==> src/rtl/sum_accum_ctrl.sv <==
// Sums LEN operands through an external combinational full_adder, tracks a sticky
// carry-out overflow flag and offers the result on a valid/ready port.
module sum_accum_ctrl #(
  parameter int unsigned WIDTH = 32,
  parameter int unsigned CNT_W = 8
) (
  input  logic             clk,
  input  logic             rst_n,
  input  logic             start,
  input  logic [CNT_W-1:0] len,
  input  logic             in_valid,
  input  logic [WIDTH-1:0] in_data,
  output logic             in_ready,
  output logic [WIDTH-1:0] add_a,
  output logic [WIDTH-1:0] add_b,
  input  logic [WIDTH-1:0] add_s,
  input  logic [WIDTH-1:0] add_c,
  output logic             out_valid,
  input  logic             out_ready,
  output logic [WIDTH-1:0] sum_out,
  output logic             overflow,
  output logic             busy
);

  typedef enum logic [1:0] {
    IDLE = 2'd0,
    ACC  = 2'd1,
    DONE = 2'd2
  } state_e;

  state_e             state_q, state_d;
  logic [WIDTH-1:0]   acc_q, acc_d;
  logic [CNT_W-1:0]   rem_q, rem_d;
  logic               ovf_q, ovf_d;
  logic               beat;

  // Only the carry out of the top bit matters; the rest of add_c is don't-care.
  logic unused_add_c;
  assign unused_add_c = ^add_c[WIDTH-1:1];

  assign beat = in_valid && (state_q == ACC);

  always_ff @(posedge clk or negedge rst_n) begin
    if (!rst_n) begin
      state_q <= IDLE;
      acc_q   <= '0;
      rem_q   <= '0;
      ovf_q   <= 1'b0;
    end else begin
      state_q <= state_d;
      acc_q   <= acc_d;
      rem_q   <= rem_d;
      ovf_q   <= ovf_d;
    end
  end

  always_comb begin
    state_d = state_q;
    acc_d   = acc_q;
    rem_d   = rem_q;
    ovf_d   = ovf_q;
    unique case (state_q)
      IDLE: begin
        if (start) begin
          acc_d   = '0;
          ovf_d   = 1'b0;
          rem_d   = len;
          state_d = (len != '0) ? ACC : DONE;
        end
      end
      ACC: begin
        if (beat) begin
          acc_d = add_s;
          ovf_d = ovf_q | add_c[0];
          rem_d = rem_q - CNT_W'(1);
          if (rem_q == CNT_W'(1)) state_d = DONE;
        end
      end
      DONE: begin
        if (out_ready) state_d = IDLE;
      end
      default: state_d = IDLE;
    endcase
  end

  // Status decodes straight from the state register; sum/overflow held in flops.
  assign in_ready  = (state_q == ACC);
  assign out_valid = (state_q == DONE);
  assign busy      = (state_q != IDLE);
  assign sum_out   = acc_q;
  assign overflow  = ovf_q;
  assign add_a     = acc_q;
  assign add_b     = (state_q == ACC) ? in_data : '0;

endmodule

==> config.mk <==
export PLATFORM = sky130hd
export DESIGN_NAME = sum_accum_ctrl
export DESIGN_NICKNAME = d
export VERILOG_FILES = /design/src/rtl/sum_accum_ctrl.sv
export SDC_FILE = /design/constraint.sdc
export NUM_CORES = 1
export LEC_CHECK = 0
export ABC_AREA = 1
export BUFFER_PORTS_ARGS = -buffer_cell sky130_fd_sc_hd__buf_2
export CORE_MARGIN = 2
export CORE_UTILIZATION = 39
export DETAILED_ROUTE_END_ITERATION = 16
export PLACE_DENSITY = 0.89
export SLEW_MARGIN = 20
export SYNTH_ARGS = -nofsm -noshare
export SYNTH_HDL_FRONTEND = slang
export SYNTH_SLANG_ARGS = --single-unit
==> constraint.sdc <==
create_clock -name clk -period 1.4 [get_ports clk]
set_input_delay 0.14 -clock clk [delete_from_list [all_inputs] [get_ports clk]]
set_output_delay 0.14 -clock clk [all_outputs]
set_load 0.03 [all_outputs]
==> results of run 1 <==
## Yosys cell counts
cell type	number
o21ai_0	11
o21ai_1	1
nand3_1	40
dfrtp_1	43
inv_1	45
clkbuf_1	4
nor2_4	1
inv_2	2
nor2_1	48
nand2_1	101
buf_2	7
o211ai_1	2
a22oi_1	1
nor2_2	1
buf_4	36
a21oi_1	4
nand4_1	3
buf_6	3
ha_1	2
## worst max-delay path, delay by kind of cell, from the launching register on
family                 cells  cell delay, ns
buffers and inverters      3            0.43
and+or+nand+nor            2            0.24
DFF                        1            0.45
## layout by cell type (no fill, tap or decap), types with 4 or more instances in the layout
master,n
dfrtp_1,42
o21ai_0,7
buf_4,20
nor2_2,16
buf_12,4
buf_2,142
clkbuf_8,5
nand2_2,10
nor2_4,22
buf_6,33
a21oi_1,4
nand2_1,89
nor2_1,12
buf_8,4
inv_1,43
nand3_1,39
## report_power, final
part	leakage (nW)	total [W]	internal, W	switching (W)
clock	0.0412	0.000790	0.000349	0.000441
combinational	1.84	0.00806	0.00301	0.00505
sequential	0.544	0.00223	0.00176	0.000472
## cell families (layout without fill, tap and decap cells)
logic type / Yosys count / after routing / share of synthesized area
AND/OR/NAND/NOR: 194 / 194 / 0.315
adder cells (fa/ha/maj): 2 / 2 / 0.00989
buffers and inverters: 97 / 265 / 0.210
AO/OA/AOI/OAI: 19 / 19 / 0.0406
flip-flops: 43 / 43 / 0.425
## worst paths after layout
kind / from / endpoint / slack [ns]
worst max register to register: state_q[1] / rem_q[0] / -0.12
max in group asynchronous: rst_n / state_q[1] / 0.61
min in group asynchronous: rst_n / add_a[31] / 0.31
worst max-delay path: state_q[1] / add_b[27] / -0.17
worst min register to register: add_a[2] / add_a[2] / 0.49
worst min-delay path: add_s[26] / add_a[26] / 0.07
## state kept, by name (all words and copies together) (netlist names)
signal,count
state_q,2
overflow,1
rem_q,8
add_a,32
## through the flow
stage	util	total power (W)	cell area [sq um]
after CTS	0.613	0.00982	3870
after floorplan	-	0.00655	2530
after global placement	0.514	0.00748	3250
after detailed placement	0.514	0.00762	3250
final	0.662	0.0111	4180
after global routing	0.662	0.0115	4180
## area by class of cell
| class | count | share of cell area |
|---|---|---|
| Multi-Input combinational cell | 215 | 0.283 |
| Clock buffer | 6 | 0.0174 |
| Inverter | 47 | 0.0467 |
| Sequential cell | 43 | 0.258 |
| Clock inverter | 2 | 0.00299 |
| Tap cell | 77 | 0.0231 |
| Timing Repair Buffer | 210 | 0.369 |
## metal layers
layer / global-route usage / routed length [um]
met5: 0 / 0
met4: 0.113 / 553
met3: 0.0531 / 889
met2: 0.448 / 5090
met1: 0.268 / 3440
## repair_timing
| action | 4_1_cts | 5_1_grt |
|---|---|---|
| setup endpoints to repair | 55 | 77 |
| buffers inserted | 8 | 9 |
| gates resized for setup | 115 | 57 |
| hold buffers | 1 | 0 |
| cloned | 4 | 4 |
| pin swaps | 0 | 5 |
| endpoints found under the hold margin | 17 | 0 |
==> impl_metrics.env, run 1 <==
export IMPL_synth_area_leaders="dfrtp_1 43%, nand2_1 15%, buf_4 11%, nand3_1 7.9%, nor2_1 7.1%"
export IMPL_synth_seq_cells=43
export IMPL_root_buffer="clkbuf_8"
export IMPL_wl_per_cell_um=16.6
export IMPL_fin_cells=600
export IMPL_path_cells="inv_4, nand2_8, buf_12, nor2_2, buf_6"
export IMPL_n_antenna_cell=0
export IMPL_grt_util_all_layers=0.245
export IMPL_max_cap_viol_count=0
export IMPL_grt_ovfl_total=0
export IMPL_seqCellArea_sq_um=1080
export IMPL_avgSynthCellArea_sq_um=7.13
export IMPL_die_area_sq_um=7150
export IMPL_ant_nets=0
export IMPL_timing_setup_tns_ns=-4.35
export IMPL_p_leak_nw=2.43
export IMPL_finalSetupViolations=52
export IMPL_placementRows=29
export IMPL_cts_buffer_depth=2
export IMPL_htreeDepth=2
export IMPL_max_freq_ghz=0.635
export IMPL_fin_nets=633
export IMPL_max_slew_margin=0.736
export IMPL_route_detailed_drc=0
export IMPL_period_share=1.12
export IMPL_synth_nets=466
export IMPL_core_sq_um=6310
export IMPL_die_w_um=84.5
export IMPL_holdWs_ns=0.0730
export IMPL_ys_warn_count=0
export IMPL_path_max_fanout=10
export IMPL_crit_arrival_ns=1.43
export IMPL_grt_pass1_wl_um=14000
export IMPL_grt_pass1_vias=2887
export IMPL_cp_required_ns=1.26
export IMPL_setup_slack_ns=-0.174
export IMPL_dp_cells=567
export IMPL_yosysTopAreaCell="dfrtp_1"
export IMPL_synth_area_sq_um=2530
export IMPL_area_growth_pct=65.1
export IMPL_grt_max_degree=39
export IMPL_avgViaCountPerCell=5.15
export IMPL_num_vias=3088
export IMPL_crit_path_end_kind="output pin"
export IMPL_numCtsBuffers=5
export IMPL_cts_sinks=43
export IMPL_violations="setup timing"
export IMPL_port_buffers=177
export IMPL_hold_viol=0
export IMPL_ys_seq_area_frac=0.425
export IMPL_chipHeight_um=84.5
export IMPL_r2r_cells=7
export IMPL_routed_wl_um=9970
export IMPL_synth_top_area_frac=0.425
export IMPL_worst_hold_path_num_cells=3
export IMPL_clk_pin_slew_ns=0.10
export IMPL_slew_viol_final=0
export IMPL_hold_class="in2reg"
export IMPL_dpl_hpwl_um=5180
export IMPL_start_kind="register"
export IMPL_multiInputGateArea_sq_um=1180
export IMPL_rsz0062_at_grt="yes"
export IMPL_outcome="finished with violations"
export IMPL_drive_above_1_share=0.526
export IMPL_antenna_found_initial=0
export IMPL_skew_ns=0.0207
export IMPL_synth_cell_types=19
export IMPL_crit_slowest_cell="dfrtp_2"
export IMPL_dp_worst_setup_slack_ns=-0.0638
export IMPL_power_density_nw_per_um2=2650
export IMPL_crit_type="reg2out"
export IMPL_firstDrtPassIters=6
export IMPL_fillers=505
export IMPL_drt_initial_drc_count=165
export IMPL_ios=209
export IMPL_cts_tree="yes"
export IMPL_start_util=0.401
export IMPL_timing_final_crit_period_ns=1.57
export IMPL_netlist_instances=355
export IMPL_peakVddDrop_mv=1.46
export IMPL_worstMarginPinSlew_ns=0.397
export IMPL_clkLatencyLatePin_ns=0.30
export IMPL_place_congestion=0.825
export IMPL_slowest_delay_ns=0.45
(Power assumes the default switching activity.)
==> run 2, diff against run 1 <==
CORE_ASPECT_RATIO = 0.8   (was not set)
PLACE_DENSITY = 0.81   (was 0.89)
==> run 2 against run 1 <==
- the flow still finishes with violations (setup timing)
- worst hold slack got worse by 0.0021 ns
- register-to-register slack better by 0.08 ns
- via count shrank 6.1%
- critical endpoint is now add_b[10]
- largest cell class unchanged
==> impl_metrics.env, run 2 (synthesis results as in run 1) <==
export IMPL_hold_viol=0
export IMPL_placementRows=26
export IMPL_layout_cells_most_common="buf_2"
export IMPL_path_max_fanout=8
export IMPL_crit_type="reg2out"
export IMPL_start_util=0.399
export IMPL_power_density_nw_per_um2=2550
export IMPL_dp_worst_setup_slack_ns=0.0934
export IMPL_violations="setup timing"
export IMPL_fin_nets=630
export IMPL_core_sq_um=6340
export IMPL_chipHeight_um=76.0
export IMPL_start_kind="register"
export IMPL_finalSetupViolations=64
export IMPL_max_slew_margin=0.700
export IMPL_grt_util_all_layers=0.212
export IMPL_root_buffer="clkbuf_8"
export IMPL_grt_max_degree=33
export IMPL_grt_ovfl_total=0
export IMPL_routed_wl_um=8930
export IMPL_setup_slack_ns=-0.135
export IMPL_die_w_um=94.1
export IMPL_worstMarginPinSlew_ns=0.450
export IMPL_firstDrtPassIters=4
export IMPL_ant_nets=0
export IMPL_grt_pass1_wl_um=12400
export IMPL_n_antenna_cell=0
export IMPL_wl_per_cell_um=14.8
export IMPL_numCtsBuffers=5
export IMPL_route_detailed_drc=0
export IMPL_htreeDepth=2
export IMPL_clk_pin_slew_ns=0.09
export IMPL_die_area_sq_um=7150
export IMPL_num_vias=2899
export IMPL_cts_tree="yes"
export IMPL_finish_utilization=0.648
export IMPL_mostFrequentLayoutCells="143 x buf_2, 97 x nand2_1, 44 x inv_1"
export IMPL_avgViaCountPerCell=4.80
export IMPL_max_freq_ghz=0.652
export IMPL_p_leak_nw=2.39
export IMPL_drt_initial_drc_count=127
export IMPL_hold_class="in2reg"
export IMPL_antenna_found_initial=0
export IMPL_outcome="finished with violations"
export IMPL_port_buffers=177
export IMPL_cts_sinks=43
export IMPL_clkLatencyLatePin_ns=0.29
export IMPL_drive_above_1_share=0.498
export IMPL_grt_pass1_vias=2626
export IMPL_timing_final_crit_period_ns=1.53
export IMPL_area_growth_pct=62.4
export IMPL_rsz0062_at_grt="yes"
export IMPL_peakVddDrop_mv=1.25
export IMPL_period_share=1.10
export IMPL_ios=209
export IMPL_skew_ns=0.00992
export IMPL_dpl_hpwl_um=5420
export IMPL_slew_viol_final=0
export IMPL_crit_path_end_kind="output pin"
export IMPL_place_congestion=0.824
export IMPL_cts_buffer_depth=2
export IMPL_largest_reg_flops=32
export IMPL_crit_arrival_ns=1.39
export IMPL_max_cap_viol_count=0
export IMPL_cp_required_ns=1.26
==> run 2: cell count changes in the layout (fill, tap and decap cells not counted), sizes merged <==
cell / previous run / this run
buf: 206 / 203
==> run 2: critical path, cell delays in order, from the launching register on <==
cell       delay (ns)
dfrtp_2          0.44
inv_2            0.08
nand2_4          0.10
clkbuf_16        0.20
nor2_2           0.12
buf_6            0.15
==> run 2: metrics by stage <==
step / instance area (sq um) / total power, W / setup TNS, ns / hold WS [ns] / cells
floorplan: 2530 / 0.00655 / 0 / -0.156 / 355
global placement: 3310 / 0.00769 / 0 / 0.101 / 578
detailed placement: 3310 / 0.00781 / 0 / 0.105 / 578
CTS: 3700 / 0.00941 / -1.60 / 0.0372 / 592
global route: 4110 / 0.0111 / -5.56 / 0.0633 / 604
finish: 4110 / 0.0105 / -3.24 / 0.0709 / 604
==> run 2: path summary, 6_finish.rpt <==
check                        endpoint  depth (start not counted)  slack, ns        from
hold / removal              add_a[10]                          3       0.07   add_s[10]
min in group asynchronous  state_q[0]                          2       0.33       rst_n
setup reg to reg             rem_q[6]                          9      -0.04  state_q[0]
hold reg to reg             add_a[13]                          2       0.49   add_a[13]
setup / recovery            add_b[10]                          5      -0.13  state_q[1]
max in group asynchronous   add_a[11]                          3       0.57       rst_n
==> run 2: routing by layer <==
| metal | GRT usage | vias to the layer above | share of wire |
|---|---|---|---|
| li1 | - | 1370 | - |
| met1 | 0.284 | 1387 | 0.40 |
| met2 | 0.356 | 130 | 0.51 |
| met3 | 0.0495 | 12 | 0.071 |
| met4 | 0.0377 | 0 | 0.010 |
| met5 | 0 | - | 0 |
==> run 2: final cells by class <==
class	count	area, sq um
fill	534	2240
sequential	43	1080
inverter	47	181
clock inverter	2	12.5
timing repair buffer	207	1480
tap	84	105
multi-input combinational	215	1180
clock buffer	6	72.6
==> run 2: timing repair <==
action	4_1_cts	5_1_grt
endpoints found under the setup margin	33	68
hold buffers	1	0
setup buffers	3	9
resized for setup	76	80
pin swaps	0	4
endpoints found under the hold margin	16	0
cloned	2	4
==> run 2: report_power, final <==
| group | leakage (nW) | total [W] | internal [W] | switching, W |
|---|---|---|---|---|
| clock | 0.0412 | 0.000785 | 0.000349 | 0.000435 |
| combinational | 1.80 | 0.00753 | 0.00277 | 0.00476 |
| sequential | 0.543 | 0.00218 | 0.00176 | 0.000415 |
| total | 2.39 | 0.0105 | 0.00488 | 0.00561 |
==> run 3, diff against run 2 <==
BUFFER_PORTS_ARGS = -buffer_cell sky130_fd_sc_hd__buf_4   (was -buffer_cell sky130_fd_sc_hd__buf_2)
CTS_CLUSTER_DIAMETER = 40   (was not set)
HOLD_SLACK_MARGIN = 0.15   (was not set)
==> run 3 against run 2 <==
- the run still ends with setup timing left
- cell count rose by 6.0%
- first-iteration DRC count up 43%
- power up 11%
- routed wire length is 17% higher
- clock power up 10%
- global-route usage grew 3.8 points
- sequential share of layout area decreased by 4.5 points
- setup slack improved by 0.011 ns
- critical path depth is 5 higher
- largest power group unchanged
==> impl_metrics.env, run 3 (synthesis results as in run 1) <==
export IMPL_clk_pin_slew_ns=0.09
export IMPL_cts_sinks=43
export IMPL_reg2reg_from="state_q[1]"
export IMPL_route_detailed_drc=0
export IMPL_root_buffer="clkbuf_8"
export IMPL_worstMarginPinSlew_ns=0.553
export IMPL_holdPathEnd="rem_q[4]"
export IMPL_setup_slack_ns=-0.124
export IMPL_area_growth_pct=95.8
export IMPL_antenna_found_initial=0
export IMPL_reg2reg_to="state_q[0]"
export IMPL_die_area_sq_um=7150
export IMPL_cts_tree="yes"
export IMPL_r2r_cells=10
export IMPL_dp_cells=577
export IMPL_crit_arrival_ns=1.71
export IMPL_switchingPower_w=0.00594
export IMPL_timing_final_crit_period_ns=1.52
export IMPL_cp_required_ns=1.59
export IMPL_n_antenna_cell=0
export IMPL_cts_buffer_depth=2
export IMPL_wl_per_cell_um=16.3
export IMPL_worst_hold_path_num_cells=3
export IMPL_p_leak_nw=2.67
export IMPL_start_kind="register"
export IMPL_holdWs_ns=0.142
export IMPL_crit_type="reg2reg"
export IMPL_crit_path_end_kind="register"
export IMPL_power_frac_comb=0.732
export IMPL_max_slew_margin=0.632
export IMPL_clkLatencyLatePin_ns=0.30
export IMPL_largest_reg_flops=32
export IMPL_drive_above_1_share=0.478
export IMPL_fin_cells=640
export IMPL_die_w_um=94.1
export IMPL_finalSetupViolations=72
export IMPL_mostFrequentLayoutCells="153 x buf_4, 97 x nand2_1, 43 x inv_1"
export IMPL_skew_ns=0.0126
export IMPL_firstDrtPassIters=5
export IMPL_power_total_w=0.0117
export IMPL_period_share=1.09
export IMPL_outcome="finished with violations"
export IMPL_numCtsBuffers=5
export IMPL_min_from="len[4]"
export IMPL_layout_cells_most_common="buf_4"
export IMPL_clkPwrFrac=0.074
export IMPL_avgViaCountPerCell=4.92
export IMPL_placementRows=26
export IMPL_slew_viol_final=0
export IMPL_chipHeight_um=76.0
export IMPL_ios=209
export IMPL_grt_pass1_wl_um=14300
export IMPL_max_cap_viol_count=0
export IMPL_fin_nets=666
export IMPL_hold_viol=0
export IMPL_power_switching_share=0.508
export IMPL_grt_ovfl_total=0
export IMPL_grt_util_all_layers=0.250
export IMPL_path_max_fanout=3
export IMPL_ant_nets=0
export IMPL_intPower_w=0.00575
export IMPL_p_seq_frac=0.194
export IMPL_port_buffers=177
export IMPL_routed_wl_um=10400
export IMPL_hold_class="in2reg"
export IMPL_core_sq_um=6340
export IMPL_num_vias=3151
export IMPL_power_density_nw_per_um2=2360
export IMPL_drt_initial_drc_count=182
export IMPL_max_freq_ghz=0.656
export IMPL_htreeDepth=2
export IMPL_grt_max_degree=44
export IMPL_dp_worst_setup_slack_ns=0.0649
export IMPL_start_util=0.399
export IMPL_dpl_hpwl_um=5650
export IMPL_rsz0062_at_grt="yes"
export IMPL_violations="setup timing"
export IMPL_grt_pass1_vias=2938
export IMPL_place_congestion=0.864
export IMPL_peakVddDrop_mv=1.19
export IMPL_regToRegSetupSlack_ns=-0.12
run 3: power groups by stage:
stage               sequential [W]  combinational (W)  clock, W
floorplan                  0.00284            0.00371         0
global placement           0.00219            0.00620         0
finish                     0.00227            0.00856  0.000867
detailed placement         0.00221            0.00631         0
CTS                        0.00223            0.00751  0.000876
global route               0.00232            0.00900  0.000938
run 3: how the worst max path moves through the flow:
stage                    start         end  slack (ns)  depth (start not counted)
floorplan           state_q[1]   add_b[10]        0.03                          4
global placement    state_q[1]    add_b[9]         0.1                          5
detailed placement  state_q[0]   add_a[25]        0.06                          6
CTS                 state_q[1]    add_b[6]       -0.05                          5
global route        state_q[1]  state_q[0]       -0.18                         10
finish              state_q[1]  state_q[0]       -0.12                         10
run 3: per-layer routing:
layer | wire [um] | global-route usage | vias to the layer above | part of all wire
li1 | - | - | 1450 | -
met1 | 3900 | 0.311 | 1499 | 0.37
met2 | 5430 | 0.436 | 177 | 0.52
met3 | 857 | 0.0643 | 25 | 0.082
met4 | 223 | 0.0551 | 0 | 0.021
met5 | 0 | 0 | - | 0
run 3: layout make-up:
cell class | count | area [sq um]
clock buffers | 8 | 100
flip-flops and latches | 43 | 1080
inverters | 47 | 189
repair buffers | 243 | 2250
well taps | 84 | 105
multi-input cells | 215 | 1230
fillers | 389 | 1390
run 3: through the flow:
| step | cell area [sq um] | utilization | TNS, ns |
|---|---|---|---|
| after floorplan | 2530 | - | 0 |
| after CTS | 4650 | 0.733 | -1.24 |
| after global placement | 3730 | 0.589 | 0 |
| final | 4950 | 0.781 | -4.76 |
| after global routing | 4950 | 0.781 | -7.93 |
| after detailed placement | 3730 | 0.589 | 0 |
run 3: worst max-delay path, cell delays in order (launching register included):
cell,delay [ns]
dfrtp_2,0.44
buf_6,0.13
buf_6,0.11
nor2_4,0.10
buf_6,0.12
buf_6,0.10
nand2_4,0.05
o21ai_2,0.07
inv_1,0.10
nand4_1,0.12
nand2_1,0.07
run 3: what timing repair did:
| item | in CTS | in global routing |
|---|---|---|
| endpoints found under the hold margin | 78 | 0 |
| hold buffers | 37 | 0 |
| pin swaps | 4 | 3 |
| gates resized for setup | 89 | 57 |
| gates cloned | 3 | 5 |
| setup endpoints to repair | 33 | 77 |
| buffers inserted | 8 | 2 |
